<file path="src/rtl/tblink_rpc_tip_unpack.sv">
// Parses the endpoint's tipo byte stream (dst, len, payload) into 32-bit little-endian
// message beats with first/last framing, optional dst filtering and a saturating drop counter.
module tblink_rpc_tip_unpack #(
  parameter logic [7:0] ADDR      = 8'h01,
  parameter bit         FILTER_EN = 1'b1
) (
  input  logic        uclock,
  input  logic        reset,
  input  logic [7:0]  tipo_dat,
  input  logic        tipo_valid,
  output logic        tipo_ready,
  output logic [31:0] msg_dat,
  output logic        msg_valid,
  input  logic        msg_ready,
  output logic        msg_first,
  output logic        msg_last,
  output logic [2:0]  msg_nbytes,
  output logic [7:0]  msg_dst,
  output logic [7:0]  msg_len,
  output logic [15:0] drop_cnt
);

  typedef enum logic [1:0] {StHdrDst, StHdrLen, StPayload, StDiscard} state_e;

  state_e      state_q, state_d;
  logic        run_q;
  logic [7:0]  dst_q, dst_d;
  logic [7:0]  len_q, len_d;
  logic [7:0]  rem_q, rem_d;
  logic [1:0]  lane_q, lane_d;
  logic [23:0] acc_q, acc_d;
  logic        first_q, first_d;
  logic [15:0] drop_q, drop_d;

  logic        out_valid_q, out_valid_d;
  logic [31:0] out_dat_q, out_dat_d;
  logic        out_first_q, out_first_d;
  logic        out_last_q, out_last_d;
  logic [2:0]  out_nbytes_q, out_nbytes_d;
  logic [7:0]  out_dst_q, out_dst_d;
  logic [7:0]  out_len_q, out_len_d;

  logic        accept;
  logic        match;
  logic [15:0] drop_sat;
  logic [31:0] word;

  // run_q keeps the input closed while in reset and for the first edge after it.
  assign tipo_ready = run_q && !(out_valid_q && !msg_ready);
  assign accept     = tipo_valid && tipo_ready;
  assign match      = (dst_q == ADDR) || !FILTER_EN;
  assign drop_sat   = (drop_q == 16'hFFFF) ? drop_q : drop_q + 16'd1;

  always_comb begin
    state_d      = state_q;
    dst_d        = dst_q;
    len_d        = len_q;
    rem_d        = rem_q;
    lane_d       = lane_q;
    acc_d        = acc_q;
    first_d      = first_q;
    drop_d       = drop_q;
    out_valid_d  = out_valid_q && !msg_ready;
    out_dat_d    = out_dat_q;
    out_first_d  = out_first_q;
    out_last_d   = out_last_q;
    out_nbytes_d = out_nbytes_q;
    out_dst_d    = out_dst_q;
    out_len_d    = out_len_q;
    // Upper lanes stay zero because the accumulator is cleared after every beat.
    word         = {8'h00, acc_q};
    word[{lane_q, 3'b000} +: 8] = tipo_dat;

    if (accept) begin
      case (state_q)
        StHdrDst: begin
          dst_d   = tipo_dat;
          state_d = StHdrLen;
        end
        StHdrLen: begin
          len_d   = tipo_dat;
          rem_d   = tipo_dat;
          lane_d  = 2'd0;
          acc_d   = 24'd0;
          first_d = 1'b1;
          if (match) begin
            if (tipo_dat == 8'd0) begin
              out_valid_d  = 1'b1;
              out_dat_d    = 32'd0;
              out_nbytes_d = 3'd0;
              out_first_d  = 1'b1;
              out_last_d   = 1'b1;
              out_dst_d    = dst_q;
              out_len_d    = 8'd0;
              state_d      = StHdrDst;
            end else begin
              state_d = StPayload;
            end
          end else if (tipo_dat == 8'd0) begin
            drop_d  = drop_sat;
            state_d = StHdrDst;
          end else begin
            state_d = StDiscard;
          end
        end
        StPayload: begin
          rem_d  = rem_q - 8'd1;
          lane_d = lane_q + 2'd1;
          acc_d  = word[23:0];
          if (lane_q == 2'd3 || rem_q == 8'd1) begin
            out_valid_d  = 1'b1;
            out_dat_d    = word;
            out_nbytes_d = {1'b0, lane_q} + 3'd1;
            out_first_d  = first_q;
            out_last_d   = (rem_q == 8'd1);
            out_dst_d    = dst_q;
            out_len_d    = len_q;
            acc_d        = 24'd0;
            first_d      = 1'b0;
          end
          if (rem_q == 8'd1) begin
            lane_d  = 2'd0;
            state_d = StHdrDst;
          end
        end
        StDiscard: begin
          rem_d = rem_q - 8'd1;
          if (rem_q == 8'd1) begin
            drop_d  = drop_sat;
            state_d = StHdrDst;
          end
        end
        default: state_d = StHdrDst;
      endcase
    end
  end

  always_ff @(posedge uclock or negedge reset) begin
    if (!reset) begin
      state_q      <= StHdrDst;
      run_q        <= 1'b0;
      dst_q        <= 8'd0;
      len_q        <= 8'd0;
      rem_q        <= 8'd0;
      lane_q       <= 2'd0;
      acc_q        <= 24'd0;
      first_q      <= 1'b0;
      drop_q       <= 16'd0;
      out_valid_q  <= 1'b0;
      out_dat_q    <= 32'd0;
      out_first_q  <= 1'b0;
      out_last_q   <= 1'b0;
      out_nbytes_q <= 3'd0;
      out_dst_q    <= 8'd0;
      out_len_q    <= 8'd0;
    end else begin
      state_q      <= state_d;
      run_q        <= 1'b1;
      dst_q        <= dst_d;
      len_q        <= len_d;
      rem_q        <= rem_d;
      lane_q       <= lane_d;
      acc_q        <= acc_d;
      first_q      <= first_d;
      drop_q       <= drop_d;
      out_valid_q  <= out_valid_d;
      out_dat_q    <= out_dat_d;
      out_first_q  <= out_first_d;
      out_last_q   <= out_last_d;
      out_nbytes_q <= out_nbytes_d;
      out_dst_q    <= out_dst_d;
      out_len_q    <= out_len_d;
    end
  end

  assign msg_valid  = out_valid_q;
  assign msg_dat    = out_dat_q;
  assign msg_first  = out_first_q;
  assign msg_last   = out_last_q;
  assign msg_nbytes = out_nbytes_q;
  assign msg_dst    = out_dst_q;
  assign msg_len    = out_len_q;
  assign drop_cnt   = drop_q;

endmodule
</file>
<file path="config.mk">
export PLATFORM = sky130hd
export DESIGN_NAME = tblink_rpc_tip_unpack
export DESIGN_NICKNAME = d
export VERILOG_FILES = /design/src/rtl/tblink_rpc_tip_unpack.sv
export SDC_FILE = /design/constraint.sdc
export NUM_CORES = 1
export LEC_CHECK = 0
export CELL_PAD_IN_SITES_DETAIL_PLACEMENT = 1
export CELL_PAD_IN_SITES_GLOBAL_PLACEMENT = 2
export CORE_MARGIN = 4
export CORE_UTILIZATION = 36
export CTS_BUF_LIST = sky130_fd_sc_hd__clkbuf_8
export DETAILED_ROUTE_END_ITERATION = 8
export PLACE_DENSITY = 0.88
export SYNTH_ARGS = -nofsm -noshare
export SYNTH_HDL_FRONTEND = slang
export SYNTH_SLANG_ARGS = --single-unit
</file>
<file path="constraint.sdc">
create_clock -name uclock -period 3.29 [get_ports uclock]
set_input_delay 0.8225 -clock uclock [delete_from_list [all_inputs] [get_ports uclock]]
set_output_delay 0.8225 -clock uclock [all_outputs]
set_load 0.02 [all_outputs]
</file>
* Word-level counts from Yosys, hierarchy flattened
Index checks and enable logic that the tools add are counted.
** Storage, ports and cells
- Bits in registers :: 124
- Input port bits :: 12
- Output and inout port bits :: 71
- Word-level logic and storage cells :: 101
** Cells by class
- $add $sub $neg :: 5
- Eq/ne operators :: 13
- Shifts and indexed selects :: 2
- Multiplexer cells :: 45
- Reduce and logical (&&, ||, !) cells :: 20
** Operators by type and width (number)
- 32-bit two-way mux :: 3
- 16-bit two-way mux :: 4
- 32-bit one-hot mux with 2 select lines :: 1
- 8-bit two-way mux :: 6
- 24-bit one-hot mux with 2 select lines :: 1
- 8-bit one-hot mux with 2 select lines :: 3
- 32-bit bitwise mux :: 1
- 16-bit one-hot mux with 2 select lines :: 1
- 8-bit by 7-bit variable shift with 32-bit output (first input constant) :: 1
- 8-bit by 7-bit variable part select with 32-bit output :: 1
- 24-bit two-way mux :: 1
- 16-bit by 1-bit adder with 16-bit output (second input constant) :: 1
- 16-bit equality test (second input constant) :: 1
- 8-bit by 1-bit equality test with 1-bit output (second input constant) :: 2
- 2-bit two-way mux :: 5
- 2-bit inequality test (second input constant) :: 5
- 2-bit AND reduction :: 5
- 5-bit AND reduction :: 2
- 1-bit two-way mux :: 9
- 3-bit two-way mux :: 3
- 8-bit zero test :: 1
- 1-bit one-hot mux with 2 select lines :: 4
- 8-bit by 1-bit subtractor with 8-bit output (second input constant) :: 1
- 5-bit negation with 7-bit output :: 1
- 15 further kinds :: 22

* Longest topological paths before layout
Gate-level depths: netlist (run 1).
- Depth in word-level cells :: 6
- Gate-level depth with buffers :: 11
- Gate-level depth less buffers :: 7

* Worst setup path before layout (run 1)
Ideal clock, no wire load.
- Kind :: input port to flip-flop
- Start :: input tipo_dat[5]
- End :: register out_dst_q[0] (netlist: msg_dst[0])
- Data arrival time :: 2348 ps
- Setup slack :: 817 ps
- Stages on the path :: 7
- Path buffers :: 3
- Path through :: buf_4 -> nor4_4 -> a41oi_1 -> a2111o_1 -> buf_6 -> buf_6 -> mux2_4
** Between the ends
- Word-level cells in the longest chain between the ends :: 3
** Ends and longest elaborated chain
- from (decl) :: RTL line 9 : input logic [7:0] tipo_dat,
- 8-bit zero test :: RTL line 87 : if (tipo_dat == 8'd0) begin
- 2-bit inequality test (no line)
- 5-bit AND reduction (no line)
- to (signal assigned) :: RTL line 171 : out_dst_q <= out_dst_d;
- to (decl) :: RTL line 40 : logic [7:0] out_dst_q, out_dst_d;
No other way between the ends.
A chain may end at the register's enable or synchronous reset.

* Worst setup path after layout (run 1)
- Start :: input msg_ready
- End :: output tipo_ready
** Between the ends
- Word-level cells in the longest chain between the ends :: 4
** Ends and longest elaborated chain
- from (decl) :: RTL line 14 : input logic msg_ready,
- 1-bit zero test :: RTL line 49 : assign tipo_ready = run_q && !(out_valid_q && !msg_ready);
- 1-bit logical AND :: RTL line 49
- 1-bit zero test :: RTL line 49
- 1-bit logical AND :: RTL line 49
- to (decl) :: RTL line 11 : output logic tipo_ready,
No other way between the ends.

==> results of run 1 <==
-- worst max path at each step --
stage                startpoint          to  slack, ns  depth (start not counted)
global route          msg_ready  tipo_ready       0.22                          4
floorplan           tipo_dat[5]  msg_dst[0]       0.82                          7
CTS                   msg_ready  tipo_ready       0.26                          4
detailed placement  tipo_dat[2]  msg_len[6]       0.20                          7
finish                msg_ready  tipo_ready       0.25                          4
global placement      msg_ready  tipo_ready       0.28                          4
-- state kept, by name (all words and copies together) (netlist names) --
register and flops:
msg_dat 32, acc_q 24, drop_cnt 16, dst_q 8, len_q 8, msg_dst 8
msg_len 8, rem_q 8, msg_nbytes 3, lane_q 2, state_q 2, first_q 1
msg_first 1, msg_last 1, msg_valid 1, run_q 1
-- per-layer routing --
metal  up-vias  share of wire  track usage
li1       2148              -            -
met1      2225           0.47        0.244
met5         -              0            0
met3        22          0.037       0.0440
met4         0          0.018       0.0628
met2        87           0.48        0.299
-- where the power goes --
group | internal [uW] | switching [uW] | total, uW | leakage (uW)
logic | 720 | 972 | 1690 | 0.00118
registers | 1850 | 276 | 2130 | 0.00165
clock network | 845 | 592 | 1440 | 0.000230
-- cells in the mapped netlist, types with 2 or more instances --
library cell,number
a41o_1,2
ha_1,13
buf_4,2
nor4_4,3
nor4_1,3
nand4_1,15
nand2_1,111
nor3_1,3
inv_1,23
dfrtp_1,124
buf_2,3
a22oi_1,8
and3_1,7
o21ai_1,30
o21ai_0,49
a22o_1,16
buf_6,8
nor2b_1,3
mux2_2,17
clkbuf_1,22
a21o_1,2
nor2_1,26
nand3_1,19
xnor2_1,15
a21oi_1,18
o31ai_1,3
mux2_4,9
-- per-stage QoR --
step	std cells	util	worst slack (ns)	power, uW
finish	885	0.459	0.253	5260
global route	885	0.459	0.218	5580
CTS	885	0.459	0.261	5330
detailed placement	854	0.432	0.195	3860
global placement	854	0.432	0.279	3770
floorplan	573	-	0.817	3190
-- logic make-up (layout without fill, tap and decap cells) --
logic type | count (synthesis) | after routing | synth area share
other cells | 1 | 1 | 0.000650
buf+inv | 59 | 155 | 0.0508
flops | 124 | 124 | 0.538
simple gates | 200 | 200 | 0.164
mux | 26 | 26 | 0.0566
xor+xnor | 15 | 15 | 0.0228
fa+ha+maj | 13 | 13 | 0.0282
compound gates | 135 | 135 | 0.139
-- final cells by class --
cell class	count	area share
Sequential cell	124	0.429
Multi-Input combinational cell	390	0.328
Timing Repair Buffer	101	0.136
Tap cell	216	0.0374
Clock buffer	19	0.0361
Clock inverter	12	0.0214
Inverter	23	0.0119
==> results_tabular.tex, run 1 <==
\begin{tabular}{lr}
\hline
Metric & Value \\
\hline
\multicolumn{2}{l}{\textbf{Place}} \\
\quad Final weighted congestion of routability-driven global placement & about 0.8 \\
\quad Cell area reported after detailed placement & 6820 um\^{}2 \\
\quad Port buffer count & roughly 80 \\
\quad DPL Wire Length & roughly 11 mm \\
\multicolumn{2}{l}{\textbf{Logic synthesis}} \\
\quad Synth area leaders & dfrtp\_1, nand2\_1, o21ai\_0, mux2\_2, ha\_1 \\
\quad Post-synthesis instance area & 5770 um\^{}2 \\
\quad Portion of synthesized cell area occupied by the leading cell type & 0.538 \\
\quad Count of unique library cells instantiated by Yosys & 46 \\
\quad Synth Flop Type & dfrtp\_1 \\
\quad Count of warnings emitted by yosys & 0 \\
\quad Mapped Cells & around 570 \\
\quad Sequential share of the synthesized area & 0.538 \\
\quad Average footprint of a synthesized cell & around 10 um\^{}2 \\
\quad Mapped Nets & 598 \\
\quad Cell type with the largest total area after synthesis & dfrtp\_1 \\
\quad Count of flip-flops with a built-in enable after synthesis & 0 \\
\quad Count of state elements after synthesis & between 100 and 150 \\
\quad Async set-reset flop share out of synthesis & 1.00 \\
\multicolumn{2}{l}{\textbf{Timing}} \\
\quad TNS Setup & 0 ns \\
\quad Max frequency & around 330 MHz \\
\quad Fin Hold WS & approximately 0.42 ns \\
\quad Worst slew margin relative to its limit & 0.482 \\
\quad Layout Skew & a little over 0.01 ns \\
\quad Min Tclk post-route & about 3.0 ns \\
\quad Number of max-slew violations in the final report & 0 \\
\quad Unrepaired setup endpoints after global routing & no \\
\quad Period Utilization, post-route & 0.923 \\
\quad Number of endpoints failing setup at the final stage & 0 \\
\quad Pin slew with the least headroom to its limit & $\sim$0.77 ns \\
\quad Number of endpoints with negative hold slack in the final report & 0 \\
\multicolumn{2}{l}{\textbf{Floorplanning}} \\
\quad Die Ht & 135 um \\
\quad I/O Pins & 83 \\
\quad Die boundary width & about 130 um \\
\quad Die area & about 18000 um\^{}2 \\
\quad Rows & between 40 and 50 \\
\quad Std-Cell Core Area & 15800 um\^{}2 \\
\quad Initial cell density of the core & 0.366 \\
\multicolumn{2}{l}{\textbf{CTS}} \\
\quad Clock latency of the later-clocked register in the worst-skew pair & approximately 0.45 ns \\
\quad Clock transition time at the flip-flop clock pins of the worst setup and hold paths & around 0.070 ns \\
\quad Count of hold buffers inserted by post-cts repair & 0 \\
\quad Bufs on Longest Clock Path & 2 \\
\quad Clock root buffer master & clkbuf\_8 \\
\quad Post-CTS repair timing setup buffer count & 0 \\
\quad \# resized after CTS & 0 \\
\quad Number of buffers created by CTS & 17 \\
\quad CTS tree & done \\
\quad CTS HTree Levels & 4 \\
\quad Clock net sink count & about 120 \\
\multicolumn{2}{l}{\textbf{Run status}} \\
\quad Result of the run & complete, no violations \\
\multicolumn{2}{l}{\textbf{Route}} \\
\quad Number of iterations in the first detailed-routing pass & 4 \\
\quad Via density per instance & 5.06 \\
\quad DRC violation count after routing & 0 \\
\quad Overall routed net length & about 16 mm \\
\quad Detailed-route wire length per cell & around 18 um \\
\quad Number of DRC markers in iteration 0 & 184 \\
\quad Number of nets with antenna violations after detailed routing & 0 \\
\quad Routed via count & roughly 4500 \\
\multicolumn{2}{l}{\textbf{Setup path}} \\
\quad Maximum fanout count along the critical path & 5 \\
\quad Maximum cell stage delay along the critical path & roughly 0.6 ns \\
\quad Nature of the critical path startpoint & primary input \\
\quad R2R Path Start & rem\_q[1] \\
\quad Data required, critical path & around 2.5 ns \\
\quad CP endpoint kind & output pin \\
\quad R2R cell count & 8 \\
\quad Critical-path cell with the highest stage delay & clkdlybuf4s50\_1 \\
\quad Kind of cell adding the most delay to the critical path & buffers and inverters \\
\quad Arrival time reported for the critical path endpoint & approximately 2.2 ns \\
\quad Class of the most critical setup path & primary input to output pin \\
\quad Worst reg2reg setup slack & approximately 0.77 ns \\
\quad CP most frequent cell & clkdlybuf4s50\_1 \\
\quad Cell-by-cell listing of the critical path & clkdlybuf4s50\_1 > nand2b\_1 > and2\_1 > clkdlybuf4s50\_1 \\
\quad Buffer and inverter count on the worst path & 2 \\
\quad Critical R2R Capture & msg\_len[6] \\
\multicolumn{2}{l}{\textbf{Global route}} \\
\quad Number of global-route vias before repair & about 5000 \\
\quad Gr usage total & 0.184 \\
\quad Total congestion overflow & 0 \\
\quad Pin count of the biggest net entering global routing & 68 \\
\quad Wire length of the first global-routing pass & between 20 and 30 mm \\
\quad Antenna violations before repair & 0 \\
\multicolumn{2}{l}{\textbf{Layout}} \\
\quad Most common cell after layout, fill and taps aside & dfrtp\_1 \\
\quad Net count reported at finish & about 700 \\
\quad Post-route cell area & 7230 um\^{}2 \\
\quad Count of filler cells inserted in the layout & $\sim$1800 \\
\quad Commonest cells after routing, fill and taps aside & dfrtp\_1, nand2\_1, clkdlybuf4s50\_1 \\
\quad Area growth from synthesis to final layout & 25.5\% \\
\quad Register Area & a little over 3000 um\^{}2 \\
\quad Area of combinational cells with multiple inputs & between 2000 and 2500 um\^{}2 \\
\quad Diode count & 0 \\
\quad Fraction of final layout cells with drive strength greater than 1 & 0.118 \\
\multicolumn{2}{l}{\textbf{Power and ir drop}} \\
\quad Maximum VDD drop & 0.298 mV \\
\quad Leakage component of the power & a little over 0.003 uW \\
\quad Power per standard cell area & approximately 730 nW/um\^{}2 \\
\multicolumn{2}{l}{\textbf{Run}} \\
\quad Max-cap violations & 0 \\
\multicolumn{2}{l}{\textbf{Min path}} \\
\quad Class of the worst hold path & primary input to asynchronous set/reset pin \\
\hline
\end{tabular}
Note: power is estimated with default switching activity, not from simulation.
==> run 2: changes to the inputs <==
--- a/config.mk
+++ b/config.mk
@@ -5,6 +5,7 @@
 export SDC_FILE = /design/constraint.sdc
 export NUM_CORES = 1
 export LEC_CHECK = 0
+export ABC_CLOCK_PERIOD_IN_PS = 3290
 export CELL_PAD_IN_SITES_DETAIL_PLACEMENT = 1
 export CELL_PAD_IN_SITES_GLOBAL_PLACEMENT = 2
 export CORE_MARGIN = 4
==> results of run 2 <==
The final DEF is identical to that of run 1; final timing and power are the same.
==> run 3: changes to the inputs <==
--- a/config.mk
+++ b/config.mk
@@ -8,7 +8,7 @@
 export ABC_CLOCK_PERIOD_IN_PS = 3290
 export CELL_PAD_IN_SITES_DETAIL_PLACEMENT = 1
 export CELL_PAD_IN_SITES_GLOBAL_PLACEMENT = 2
-export CORE_MARGIN = 4
+export CORE_MARGIN = 2
 export CORE_UTILIZATION = 36
 export CTS_BUF_LIST = sky130_fd_sc_hd__clkbuf_8
 export DETAILED_ROUTE_END_ITERATION = 8
==> run 3 against run 2 <==
Compared with the run above: total power down 5.2%; first-iteration DRC count up 65%; fmax up 0.70%; register-to-register slack about the same; sequential power about the same; sequential share of layout area up 0.43 points; worst hold slack worse by 0.0055 ns; via count up 2.2%; critical endpoint unchanged.
==> results_tabular.tex, run 3 (synthesis results as in run 1) <==
\begin{tabular}{lr}
\hline
Metric & Value \\
\hline
\multicolumn{2}{l}{\textbf{Min path}} \\
\quad Class of the worst hold path & primary input to asynchronous set/reset pin \\
\multicolumn{2}{l}{\textbf{Layout}} \\
\quad Fraction of final layout cells with drive strength greater than 1 & 0.120 \\
\quad Net count reported at finish & between 600 and 700 \\
\quad Register Area & roughly 3100 um\^{}2 \\
\quad Post-route cell area & 7160 um\^{}2 \\
\quad Area of combinational cells with multiple inputs & roughly 2400 um\^{}2 \\
\quad Most common cell after layout, fill and taps aside & dfrtp\_1 \\
\quad Commonest cells after routing, fill and taps aside & dfrtp\_1, nand2\_1, clkdlybuf4s50\_1 \\
\quad Area growth from synthesis to final layout & 24.2\% \\
\quad Diode count & 0 \\
\quad Flip-flop count of the largest register after layout & 32 \\
\quad Count of filler cells inserted in the layout & 1800 \\
\quad Non-filler instance count after layout & about 900 \\
\multicolumn{2}{l}{\textbf{Global route}} \\
\quad Wire length of the first global-routing pass & around 25 mm \\
\quad Gr usage total & 0.195 \\
\quad Pin count of the biggest net entering global routing & 53 \\
\quad Antenna violations before repair & 0 \\
\quad Number of global-route vias before repair & 4768 \\
\quad Total congestion overflow & 0 \\
\multicolumn{2}{l}{\textbf{Setup path}} \\
\quad CP endpoint kind & output pin \\
\quad CP most frequent cell & clkdlybuf4s50\_1 \\
\quad Maximum cell stage delay along the critical path & 0.60 ns \\
\quad Worst reg2reg setup slack & slightly below 0.8 ns \\
\quad Nature of the critical path startpoint & primary input \\
\quad Critical R2R Capture & acc\_q[23] \\
\quad Maximum fanout count along the critical path & 5 \\
\quad R2R Path Start & state\_q[0] \\
\quad Arrival time reported for the critical path endpoint & approximately 2.2 ns \\
\quad Class of the most critical setup path & primary input to output pin \\
\quad Data required, critical path & 2.47 ns \\
\quad R2R cell count & 7 \\
\quad Critical-path cell with the highest stage delay & clkdlybuf4s50\_1 \\
\quad Cell-by-cell listing of the critical path & clkdlybuf4s50\_1 > nand2b\_1 > and2\_1 > clkdlybuf4s50\_1 \\
\multicolumn{2}{l}{\textbf{Timing}} \\
\quad Unrepaired setup endpoints after global routing & no \\
\quad Number of endpoints with negative hold slack in the final report & 0 \\
\quad Layout Skew & about 0.012 ns \\
\quad TNS Setup & 0 ns \\
\quad Fin Hold WS & just over 0.4 ns \\
\quad Period Utilization, post-route & 0.917 \\
\quad Worst slew margin relative to its limit & 0.435 \\
\quad Min Tclk post-route & 3.02 ns \\
\quad Number of endpoints failing setup at the final stage & 0 \\
\quad Number of max-slew violations in the final report & 0 \\
\quad Pin slew with the least headroom to its limit & 0.844 ns \\
\quad Max frequency & approximately 330 MHz \\
\multicolumn{2}{l}{\textbf{Route}} \\
\quad Number of DRC markers in iteration 0 & $\sim$300 \\
\quad Number of nets with antenna violations after detailed routing & 0 \\
\quad Routed via count & roughly 4600 \\
\quad DRC violation count after routing & 0 \\
\quad Overall routed net length & around 16 mm \\
\quad Number of iterations in the first detailed-routing pass & 4 \\
\quad Detailed-route wire length per cell & between 15 and 20 um \\
\quad Via density per instance & between 5 and 6 \\
\multicolumn{2}{l}{\textbf{CTS}} \\
\quad \# resized after CTS & 0 \\
\quad Clock root buffer master & clkbuf\_8 \\
\quad Number of buffers created by CTS & 17 \\
\quad Clock transition time at the flip-flop clock pins of the worst setup and hold paths & roughly 0.07 ns \\
\quad CTS HTree Levels & 4 \\
\quad Bufs on Longest Clock Path & 2 \\
\quad CTS tree & done \\
\quad Count of hold buffers inserted by post-cts repair & 0 \\
\quad Clock latency of the later-clocked register in the worst-skew pair & 0.46 ns \\
\quad Clock net sink count & between 100 and 150 \\
\quad Post-CTS repair timing setup buffer count & 0 \\
\multicolumn{2}{l}{\textbf{Power and ir drop}} \\
\quad Total internal power & approximately 3200 uW \\
\quad Power per standard cell area & about 700 nW/um\^{}2 \\
\quad Maximum VDD drop & $\sim$0.28 mV \\
\quad Leakage component of the power & just over 0.003 uW \\
\quad Final Total Pwr & about 5000 uW \\
\quad Switching power summed over all nets & 1830 uW \\
\quad Fraction of power consumed by sequential logic & 0.425 \\
\quad Combinational group share of total power & 0.339 \\
\quad Switching share of power & 0.367 \\
\quad Clock network fraction of design power & 0.236 \\
\multicolumn{2}{l}{\textbf{Run}} \\
\quad Max-cap violations & 0 \\
\multicolumn{2}{l}{\textbf{Floorplanning}} \\
\quad I/O Pins & between 80 and 90 \\
\quad Die boundary width & between 100 and 150 um \\
\quad Die area & approximately 17000 um\^{}2 \\
\quad Rows & 46 \\
\quad Initial cell density of the core & 0.366 \\
\quad Std-Cell Core Area & around 16000 um\^{}2 \\
\quad Die Ht & between 100 and 150 um \\
\multicolumn{2}{l}{\textbf{Run status}} \\
\quad Result of the run & complete, no violations \\
\multicolumn{2}{l}{\textbf{Place}} \\
\quad Port buffer count & 82 \\
\quad Cell area reported after detailed placement & 6820 um\^{}2 \\
\quad DPL Wire Length & 10.7 mm \\
\quad Placed cell count & $\sim$850 \\
\quad Final weighted congestion of routability-driven global placement & approximately 0.85 \\
\hline
\end{tabular}
==> run 3: cell types whose count changed in the layout (fill, tap and decap cells not counted), sizes merged <==
cell / previous run / this run
clkinv: 4 / 7
inv: 27 / 25
clkinvlp: 0 / 1
buf: 20 / 19
clkbuf: 19 / 21
bufinv: 4 / 0
==> run 3: metal layers <==
layer  up-vias  GRT usage  part of all wire  wire length, um
met5         -          0                 0                0
met2       104      0.315              0.48             7450
li1       2142          -                 -                -
met3        25     0.0476             0.044              688
met1      2311      0.259              0.46             7210
met4         0     0.0670             0.017              259
==> run 3: how the worst max path moves through the flow <==
stage / endpoint / from
detailed placement: msg_dst[0] / tipo_dat[2]
CTS: tipo_ready / msg_ready
finish: tipo_ready / msg_ready
global route: tipo_ready / msg_ready
global placement: msg_dst[1] / tipo_dat[2]
floorplan: msg_dst[0] / tipo_dat[5]
==> run 3: final cells by class <==
type / instances / share of cell area
Clock buffer: 21 / 0.0404
Clock inverter: 10 / 0.00699
Inverter: 23 / 0.0121
Multi-Input combinational cell: 390 / 0.331
Sequential cell: 124 / 0.433
Tap cell: 216 / 0.0377
Timing Repair Buffer: 100 / 0.138
==> run 3: worst max-delay path: cells and delay by family <==
kind	cells	cell delay [ns]
buffers and inverters	2	1.04
and+or+nand+nor	2	0.33
==> run 3: power by group through the flow <==
stage / Combinational, uW / Clock (uW) / Sequential (uW)
6_report: 1690 / 1170 / 2120
5_1_grt: 1860 / 1270 / 2170
4_1_cts: 1700 / 1210 / 2120
3_5_place_dp: 1700 / 0 / 2150
3_3_place_gp: 1640 / 0 / 2130
2_1_floorplan: 949 / 0 / 2240
==> run 3: stage by stage <==
| stage | setup slack (ns) | util |
|---|---|---|
| after floorplan | 0.817 | - |
| after global placement | 0.283 | 0.433 |
| after detailed placement | 0.265 | 0.433 |
| after CTS | 0.280 | 0.454 |
| after global routing | 0.243 | 0.454 |
| final | 0.274 | 0.454 |
